**config.mk**
```make
export PLATFORM = sky130hd
export DESIGN_NAME = display_arbiter
export DESIGN_NICKNAME = d
export VERILOG_FILES = /design/src/rtl/display_pkg.sv /design/src/rtl/display_arbiter_rr_pick.sv /design/src/rtl/display_arbiter.sv
export SDC_FILE = /design/constraint.sdc
export NUM_CORES = 1
export LEC_CHECK = 0
export ABC_AREA = 0
export CAP_MARGIN = 20
export CORE_ASPECT_RATIO = 0.9
export CORE_UTILIZATION = 38
export CTS_CLUSTER_SIZE = 25
export DETAILED_ROUTE_END_ITERATION = 10
export GPL_ROUTABILITY_DRIVEN = 0
export PLACE_DENSITY = 0.88
export SLEW_MARGIN = 20
export SYNTH_ARGS = -nofsm -noshare
export SYNTH_HDL_FRONTEND = slang
export SYNTH_HIERARCHICAL = 1
export SYNTH_SLANG_ARGS = --single-unit
```
**constraint.sdc**
```tcl
create_clock -name clk_in -period 3.41 [get_ports clk_in]
set_clock_uncertainty 0.05 [all_clocks]
set_input_delay 0.5115 -clock clk_in [delete_from_list [all_inputs] [get_ports clk_in]]
set_output_delay 0.5115 -clock clk_in [all_outputs]
set_load 0.02 [all_outputs]
```
**src/rtl/display_pkg.sv**
```systemverilog
// -----------------------------------------------------------------------------
// display_pkg
// Shared definitions for the display arbiter slice.
//   BCD_MAX   : largest value the 4-digit seven-segment display can show
//   OWNER_W   : width of a requester index (supports up to 8 requesters)
//   state_t   : arbiter FSM states (IDLE, SHOW)
//   clamp_bcd : saturates a binary value to the 4-digit display range
// -----------------------------------------------------------------------------
package display_pkg;

  localparam int BCD_MAX = 9999;
  localparam int OWNER_W = 3;

  typedef enum logic [0:0] {
    IDLE = 1'b0,
    SHOW = 1'b1
  } state_t;

  function automatic logic [31:0] clamp_bcd(input logic [31:0] v);
    return (v > 32'(BCD_MAX)) ? 32'(BCD_MAX) : v;
  endfunction

endpackage

```
**src/rtl/display_arbiter_rr_pick.sv**
```systemverilog
// -----------------------------------------------------------------------------
// rr_pick
// Combinational round-robin picker. Scans the request vector starting at
// start_in and wrapping around; the first set bit wins.
//   req_in   [NUM_REQ] : request vector
//   start_in [OWNER_W] : index where the scan begins (must be < NUM_REQ)
//   win_out  [NUM_REQ] : one-hot winner (all zero when nothing requested)
//   any_out  [1]       : at least one request present
// -----------------------------------------------------------------------------
module rr_pick
  import display_pkg::*;
#(
  parameter int NUM_REQ = 4
) (
  input  logic [NUM_REQ-1:0] req_in,
  input  logic [OWNER_W-1:0] start_in,
  output logic [NUM_REQ-1:0] win_out,
  output logic               any_out
);

  logic [NUM_REQ-1:0] w_hit;
  logic [NUM_REQ-1:0] w_onehot [NUM_REQ];

  // For each scan offset, work out which physical requester it lands on.
  // start_in < NUM_REQ, so a single conditional subtract does the wrap.
  genvar gi;
  generate
    for (gi = 0; gi < NUM_REQ; gi++) begin : g_offset
      logic [OWNER_W:0]   w_sum;
      logic [OWNER_W-1:0] w_idx;
      assign w_sum = {1'b0, start_in} + (OWNER_W + 1)'(gi);
      assign w_idx = (w_sum >= (OWNER_W + 1)'(NUM_REQ))
                   ? OWNER_W'(w_sum - (OWNER_W + 1)'(NUM_REQ))
                   : OWNER_W'(w_sum);
      assign w_onehot[gi] = NUM_REQ'(1) << w_idx;
      assign w_hit[gi]    = |(req_in & w_onehot[gi]);
    end
  endgenerate

  // Lowest scan offset with a request wins.
  always_comb begin
    win_out = '0;
    any_out = 1'b0;
    for (int i = 0; i < NUM_REQ; i++) begin
      if (!any_out && w_hit[i]) begin
        win_out = w_onehot[i];
        any_out = 1'b1;
      end
    end
  end

endmodule

```
**src/rtl/display_arbiter.sv**
```systemverilog
// -----------------------------------------------------------------------------
// display_arbiter
// Time-multiplexes one 4-digit seven-segment display between NUM_REQ value
// sources. Grants round-robin, holds each granted value for HOLD_CYCLES clocks
// and drives the display driver with the value clamped to 0..9999.
//
// Optional feature macro: DISPLAY_ARB_PREEMPT_EN
//   When defined, requester 0 may cut another owner's dwell short.
//
// Ports
//   clk_in    : system clock
//   rst_in    : synchronous active-high reset
//   req_in    : per-requester level request, held until granted
//   val_in    : requester k's value in bits [32k+31:32k]
//   grant_out : one-cycle one-hot pulse naming the latched requester
//   owner_out : index of the requester currently on display
//   val_out   : clamped value to the display driver
//   valid_out : high once any value has been granted since reset
//   busy_out  : high while a dwell is running (SHOW)
// -----------------------------------------------------------------------------
module display_arbiter
  import display_pkg::*;
#(
  parameter int NUM_REQ     = 4,
  parameter int HOLD_CYCLES = 100_000_000
) (
  input  logic                  clk_in,
  input  logic                  rst_in,
  input  logic [NUM_REQ-1:0]    req_in,
  input  logic [32*NUM_REQ-1:0] val_in,
  output logic [NUM_REQ-1:0]    grant_out,
  output logic [OWNER_W-1:0]    owner_out,
  output logic [31:0]           val_out,
  output logic                  valid_out,
  output logic                  busy_out
);

  localparam int                CNT_W    = $clog2(HOLD_CYCLES + 1);
  localparam logic [CNT_W-1:0]  CNT_LOAD = CNT_W'(HOLD_CYCLES - 1);
  localparam logic [OWNER_W-1:0] LAST_IDX = OWNER_W'(NUM_REQ - 1);

  state_t             r_state;
  logic [CNT_W-1:0]   r_cnt;
  logic [OWNER_W-1:0] r_last;
  logic [OWNER_W-1:0] r_owner;
  logic [NUM_REQ-1:0] r_grant;
  logic [31:0]        r_val;
  logic               r_valid;

  logic [OWNER_W-1:0] w_start;
  logic [NUM_REQ-1:0] w_win;
  logic               w_any;
  logic               w_dwell_done;
  logic               w_preempt;
  logic               w_take;
  logic [NUM_REQ-1:0] w_sel;
  logic [OWNER_W-1:0] w_sel_idx;
  logic [31:0]        w_sel_val;
  logic [31:0]        w_slices [NUM_REQ];

  genvar gi;
  generate
    for (gi = 0; gi < NUM_REQ; gi++) begin : g_slice
      assign w_slices[gi] = val_in[32*gi +: 32];
    end
  endgenerate

  // Search begins just after the last owner so a requester that keeps its
  // request up after being served is visited last.
  assign w_start = (r_last == LAST_IDX) ? '0 : r_last + 1'b1;

  rr_pick #(
    .NUM_REQ (NUM_REQ)
  ) u_rr_pick (
    .req_in   (req_in),
    .start_in (w_start),
    .win_out  (w_win),
    .any_out  (w_any)
  );

  assign w_dwell_done = (r_cnt == '0);

`ifdef DISPLAY_ARB_PREEMPT_EN
  // Requester 0 jumps the queue mid-dwell, but never re-grants itself.
  assign w_preempt = (r_state == SHOW) && req_in[0] && (r_owner != '0);
`else
  assign w_preempt = 1'b0;
`endif

  assign w_take = w_preempt || (w_any && ((r_state == IDLE) || w_dwell_done));
  assign w_sel  = w_preempt ? NUM_REQ'(1) : w_win;

  // One-hot to index plus value mux for the selected requester.
  always_comb begin
    w_sel_idx = '0;
    w_sel_val = '0;
    for (int i = 0; i < NUM_REQ; i++) begin
      if (w_sel[i]) begin
        w_sel_idx = OWNER_W'(i);
        w_sel_val = w_slices[i];
      end
    end
  end

  always_ff @(posedge clk_in) begin
    if (rst_in) begin
      r_state <= IDLE;
      r_cnt   <= '0;
      r_last  <= LAST_IDX;
      r_owner <= '0;
      r_grant <= '0;
      r_val   <= '0;
      r_valid <= 1'b0;
    end else begin
      r_grant <= '0;
      if (w_take) begin
        r_state <= SHOW;
        r_cnt   <= CNT_LOAD;
        r_last  <= w_sel_idx;
        r_owner <= w_sel_idx;
        r_grant <= w_sel;
        r_val   <= clamp_bcd(w_sel_val);
        r_valid <= 1'b1;
      end else if (r_state == SHOW) begin
        // Counter parks at zero; leaving SHOW only when nobody is waiting.
        if (w_dwell_done) begin
          r_state <= IDLE;
        end else begin
          r_cnt <= r_cnt - 1'b1;
        end
      end
    end
  end

  assign grant_out = r_grant;
  assign owner_out = r_owner;
  assign val_out   = r_val;
  assign valid_out = r_valid;
  assign busy_out  = (r_state == SHOW);

endmodule
```
=== Word-level counts from Yosys, hierarchy flattened ===
Cells that the tools add are included.

* Reduce and logical (&&, ||, !) cells: 18
* Bitwise gates (word level): 7
* Multiplexer cells: 27
* $lt $le $gt $ge: 5
* Add/sub/neg operators: 9
* Shift-type cells: 4
* Eq/ne operators: 2

{| class="wikitable"
|+ Operator list
! cell !! count
|-
| 2-to-1 mux 32 bit || 5
|-
| 2-to-1 mux 27 bit || 3
|-
| > comparator 32 x 14 -> 1 bit (second input constant) || 1
|-
| zero test 27 bit || 1
|-
| subtractor 27 x 1 -> 27 bit (second input constant) || 1
|-
| bitwise AND 4 bit || 4
|-
| 2-to-1 mux 4 bit || 4
|-
| OR reduction 4 bit || 4
|-
| << shifter 1 x 3 -> 4 bit (first input constant) || 4
|-
| 2-to-1 mux 3 bit || 5
|-
| greater-or-equal comparator 4 x 3 -> 1 bit (second input constant) || 3
|-
| subtractor 3 bit (second input constant) || 4
|-
| adder 3 x 2 -> 4 bit (second input constant) || 2
|-
| 2-to-1 mux 1 bit || 8
|-
| adder 3 x 1 -> 4 bit (second input constant) || 1
|-
| logical AND 1 bit || 4
|-
| 2-to-1 mux 2 bit || 2
|-
| AND reduction 2 bit || 2
|-
| OR reduction 2 bit || 2
|-
| adder 3 x 1 -> 3 bit (second input constant) || 1
|-
| == test 3 x 2 -> 1 bit (second input constant) || 1
|-
| greater-or-equal comparator 3 bit (second input constant) || 1
|-
| zero test 1 bit || 3
|-
| NOT 1 bit || 3
|-
| other kinds (3) || 3
|}

* Output and inout port bits: 41
* Bits in registers: 71

=== Longest topological paths before layout ===
* Depth in word-level cells: 23
* Depth in mapped cells: 15
* Depth with buffers taken out: 12

=== Cells and area by module ===
Netlist, hierarchy kept.

{| class="wikitable"
|+ By module, submodules not included
! module !! cells each !! times used !! area each (um^2)
|-
| display_arbiter || 417 || 1 || 3535.9
|-
| rr_pick || 34 || 1 || 210.2
|}

=== Worst setup path before layout ===
No wires, ideal clock.

* Kind: register -> register
* From: reg r_last[0]
* To: reg r_val[7], in the netlist val_out[7]
* Data required time: 3.243 ns
* Arrival: 3.067 ns
* Cell stages (with the launch flop): 14
* Path slack: 0.176 ns
* Path through: dfxtp_1 -> ha_1 -> nor3_1 -> a21oi_1 -> or3_1 -> o311ai_0 -> buf_2 -> buf_2 -> buf_1 -> nand3_1 -> a22oi_1 -> o22ai_1 -> a311o_1 -> a32o_2

* Elaborated cells between the ends (all ways): 51
* Those cells by class: add/sub: 8; order compare: 5; eq/ne: 1; shift: 4; mux: 18; bitwise: 4; reduce/logical: 11

{| class="wikitable"
|+ RTL lines
! item !! line !! text
|-
| start: declaration || display_arbiter.sv:44 || <nowiki>logic [OWNER_W-1:0] r_last;</nowiki>
|-
| start signal: assignment || display_arbiter.sv:119 || <nowiki>r_last <= w_sel_idx;</nowiki>
|-
| adder 3 x 1 -> 3 bit or == test 3 x 2 -> 1 bit (tied branches) || display_arbiter.sv:70 || <nowiki>assign w_start = (r_last == LAST_IDX) ? '0 : r_last + 1'b1;</nowiki>
|-
| 2-to-1 mux 3 bit * || display_arbiter.sv:70 ||
|-
| via w_start[1] || display_arbiter.sv:50 || <nowiki>logic [OWNER_W-1:0] w_start;</nowiki>
|-
| branches (longest 14 deep; another with adder 3 x 1 -> 4 bit) || n/a ||
|-
| 2-to-1 mux 4 bit * || display_arbiter_rr_pick.sv:45 || <nowiki>if (!any_out && w_hit[i]) begin</nowiki>
|-
| via w_sel[1] || display_arbiter.sv:56 || <nowiki>logic [NUM_REQ-1:0] w_sel;</nowiki>
|-
| 2-to-1 mux 32 bit * (3 in a row) || display_arbiter.sv:98 || <nowiki>if (w_sel[i]) begin</nowiki>
|-
| > comparator 32 x 14 -> 1 bit || display_pkg.sv:20 || <nowiki>return (v > 32'(BCD_MAX)) ? 32'(BCD_MAX) : v;</nowiki>
|-
| 2-to-1 mux 32 bit * || display_pkg.sv:20 ||
|-
| end signal: assignment || display_arbiter.sv:122 || <nowiki>r_val <= clamp_bcd(w_sel_val);</nowiki>
|-
| end: declaration || display_arbiter.sv:47 || <nowiki>logic [31:0] r_val;</nowiki>
|}

Mark *: on every way through the listed nets, which the timed path passes.
A chain may end at the register's enable or synchronous reset.

=== Final worst setup path ===
* From: reg r_last[0]
* To: reg r_val[1], in the netlist val_out[1]

* Elaborated cells between the ends (all ways): 51
* Those cells by class: add/sub: 8; order compare: 5; eq/ne: 1; shift: 4; mux: 18; bitwise: 4; reduce/logical: 11

{| class="wikitable"
|+ RTL lines
! item !! line
|-
| adder 3 x 1 -> 3 bit or == test 3 x 2 -> 1 bit (tied branches) || display_arbiter.sv:70
|-
| 2-to-1 mux 3 bit * || display_arbiter.sv:70
|-
| via w_start[0] || display_arbiter.sv:50
|-
| branches (longest 14 deep; another with adder 3 x 1 -> 4 bit) || n/a
|-
| 2-to-1 mux 4 bit * || display_arbiter_rr_pick.sv:45
|-
| via w_sel[2] || display_arbiter.sv:56
|-
| 2-to-1 mux 32 bit * (2 in a row) || display_arbiter.sv:98
|-
| > comparator 32 x 14 -> 1 bit || display_pkg.sv:20
|-
| 2-to-1 mux 32 bit * || display_pkg.sv:20
|}

Marks and branches as above.

==> flow_summary.yaml <==
global_route:
  grtUsageTotal: 0.256
  grt_pass1_wl_mm: 20.8
  antenna_found_initial: 0
  grt_start_max_net_pins: 44
  grt_overflow: 0
  grt_pass1_vias: 4554
synth:
  yosysSeqAreaShare: 0.369
  synth_top_area_share: 0.369
  synthCells: 451
  netlist_area_um2: 3750
  async_flop_share: 0
  synth-seq-cells: 69
  synth_edf_count: 0
  ys_types: 65
  synth_area_per_cell_um2: 8.31
  synth_top_area_cell: "dfxtp_1"
  synth_area_leaders: "dfxtp_1 37%, nor2_1 5.4%, and2_1 3.7%, o21ai_0 3.5%, nor4_1 3.3%"
  yosys_warnings: 6
  ys_dominant_reg_cell: "dfxtp_1"
cells_and_area:
  nFillCells: 750
  layout.nets: 793
  antennaDiodeCount: 0
  drive_above_1_share: 0.127
  synthToLayoutAreaGrowth_pct: 63.7
setup_path:
  setup.worst_path.end_class: "flop"
  worstPathBufferInverterCount: 3
  crit_slowest_cell: "a311o_1"
  cp_max_fo: 11
  cp.arrival_ps: 3620
  rr_endpoint: "val_out[1]$_SDFFE_PP0P_"
  crit_family: "compound AO/OA/AOI/OAI gates"
  r2r-start: "r_last[0]$_SDFFE_PP1P_"
  cpPeakStageDelay_ps: 480
  crit_top_cell: "nor2_1"
  critPathRequiredTime_ps: 3610
  path_class: "flop to flop"
  r2r_slack_ps: -7
  crit_chain: "ha_4 > nor2_1 > inv_1 > o32a_1 > o22ai_1 > and2_2 > buf_4 > or2_2 > buf_4 > a221oi_1 > nor2_1 > nor2_1 > a311o_1 > a311oi_1"
  worst_setup_path_start_kind: "flop"
  r2r_cells: 14
clock_tree:
  h-tree-depth: 3
  ctsHoldBuffers: 0
  cts_tree: "built"
  cts_inserted_buffers: 9
  clk_latency_ps: 350
  cts-root-to-sink-buffers: 2
  clockRootBuffer: "clkbuf_8"
  clk_pin_slew_worst_paths_ps: 80
  cts.sinks: 69
timing:
  min_period_over_period: 1.00
  report.final.slew_viol_count: 0
  timing.fmax_mhz: 293
  fin_crit_ps: 3420
  relSlewSlack: 0.467
  setup_viol: 1
  worstMarginPinSlew_ps: 795
  hold_viol_final: 0
  final.setup.worst_slack_ps: -7.09
  fin_setup_tns_ps: -7.09
floorplan:
  dieArea_um2: 10300
  start_util: 0.401
  die_width_um: 107
  die_h_um: 96.2
  core_um2: 9330
  io_pins: 175
  row_count: 33
outcome:
  violations: "setup timing"
  outcome: "finished with violations"
placed_design:
  hpwlAfterDp_mm: 10.3
  io_buffers: 173
drt:
  vias: 4538
  drt-initial-drc-count: 249
  drtAntennaViolNets: 0
  drt_first_pass_iters: 7
  wl_per_cell_um: 17.2
  wl_mm: 13.5
  drc_errors: 0
  via_per_inst: 5.80
job:
  drv_cap: 0
hold_path:
  holdCritPathClass: "flop to flop"
  min_path_cells: 1
  hold_start: "val_out[24]$_SDFFE_PP0P_"
  min_to: "val_out[24]$_SDFFE_PP0P_"
pwr:
  p_leak_nw: 2.23
  p_total_mw: 2.64
  power_density_nw_per_um2: 431
  ir_drop_uv: 201
[kinds of logic after synthesis]
family / count (synthesis) / share of synthesized area
flops: 69 / 0.369
compound gates: 144 / 0.282
mux: 1 / 0.00301
xor+xnor: 5 / 0.0117
other cells: 1 / 0.00100
fa+ha+maj: 3 / 0.0100
buf+inv: 40 / 0.0504
simple gates: 188 / 0.273
[cell type report]
class	count	area (µm²)	area share
clock inverters	7	73.8	0.0120
clock buffers	9	124	0.0202
well taps	122	153	0.0249
repair buffers	219	2080	0.340
flip-flops and latches	69	1380	0.225
inverters	8	30.0	0.00490
multi-input cells	349	2290	0.373
[through the flow]
step | setup slack (ps) | instances | hold slack [ps] | util | cell area, µm²
floorplan | 176 | 458 | 395 | - | 3770
global placement | -271 | 761 | 392 | 0.622 | 5810
detailed placement | -438 | 761 | 396 | 0.622 | 5810
CTS | 27.5 | 781 | 425 | 0.648 | 6050
global route | -71.1 | 783 | 441 | 0.657 | 6130
finish | -7.09 | 783 | 422 | 0.657 | 6130
[cells in the final DEF, fill, tap and decap left out, types with 3 or more instances in the layout]
master and instances:
a211oi_1 16, a21oi_1 17, a221o_1 5, a221oi_1 7, a311oi_1 13, a31oi_1 4, a32o_1 4, and2_1 21
buf_4 44, clkbuf_8 9, clkdlybuf4s50_1 173, conb_1 8, dfxtp_1 69, inv_1 7, inv_6 4, nand2_1 14
nand2b_1 5, nand3_1 6, nor2_1 53, nor2b_1 3, nor3_1 22, nor4_1 20, nor4b_1 5, o211ai_1 3
o21a_1 6, o21ai_0 25, o221ai_1 3, o22ai_1 13, or3_1 8, or4_1 7, xnor2_1 5
[where the power goes]
part	internal, mW	leakage [nW]	switching [mW]
registers	0.861	0.567	0.0535
clock network	0.290	0.102	0.373
logic	0.540	1.56	0.525
[what timing repair did]
action / in CTS / in global routing
gates cloned: 1 / 1
setup buffers: 3 / 1
endpoints found under the setup margin: 14 / 14
resized for setup: 5 / 19
pin swaps: 1 / 4
[Yosys cell counts, drive strengths merged (3+ instances only)]
cell type	number
nor4b	5
and2	22
a21oi	17
a311oi	13
a2111oi	4
o21a	6
a221o	5
or4	8
nand3	6
or3	8
nand2b	5
inv	7
clkbuf	18
a31oi	4
dfxtp	69
o22ai	13
nor2b	5
nor3	23
ha	3
a32o	5
o21ai	27
nor2	54
a211oi	16
o211ai	3
nand2	14
o221ai	3
buf	14
nor4	20
a22oi	3
xnor2	5
a221oi	8
[metal layers]
metal  track usage  vias up  wire length (µm)
met5             0        -                 0
met4         0.112        0               338
met3        0.0501       34               771
met2         0.494      209              7060
met1         0.273     2156              5310
li1              -     2139                 -
[worst max path at each step]
stage	startpoint	to	slack, ps	depth (start not counted)
after floorplan	r_last[0]$_SDFFE_PP1P_	val_out[7]$_SDFFE_PP0P_	180	13
after global placement	req_in[1]	val_out[13]$_SDFFE_PP0P_	-270	13
after detailed placement	req_in[1]	val_out[1]$_SDFFE_PP0P_	-440	13
after CTS	r_last[0]$_SDFFE_PP1P_	val_out[1]$_SDFFE_PP0P_	30	13
after global routing	r_last[0]$_SDFFE_PP1P_	val_out[1]$_SDFFE_PP0P_	-70	14
final	r_last[0]$_SDFFE_PP1P_	val_out[1]$_SDFFE_PP0P_	-7	14
[state kept, by name, indices dropped and copies added, names as in the netlist]
name       count
busy_out       1
owner_out      2
grant_out      4
r_last         2
valid_out      1
val_out       32
r_cnt         27
(Power assumes the default switching activity.)
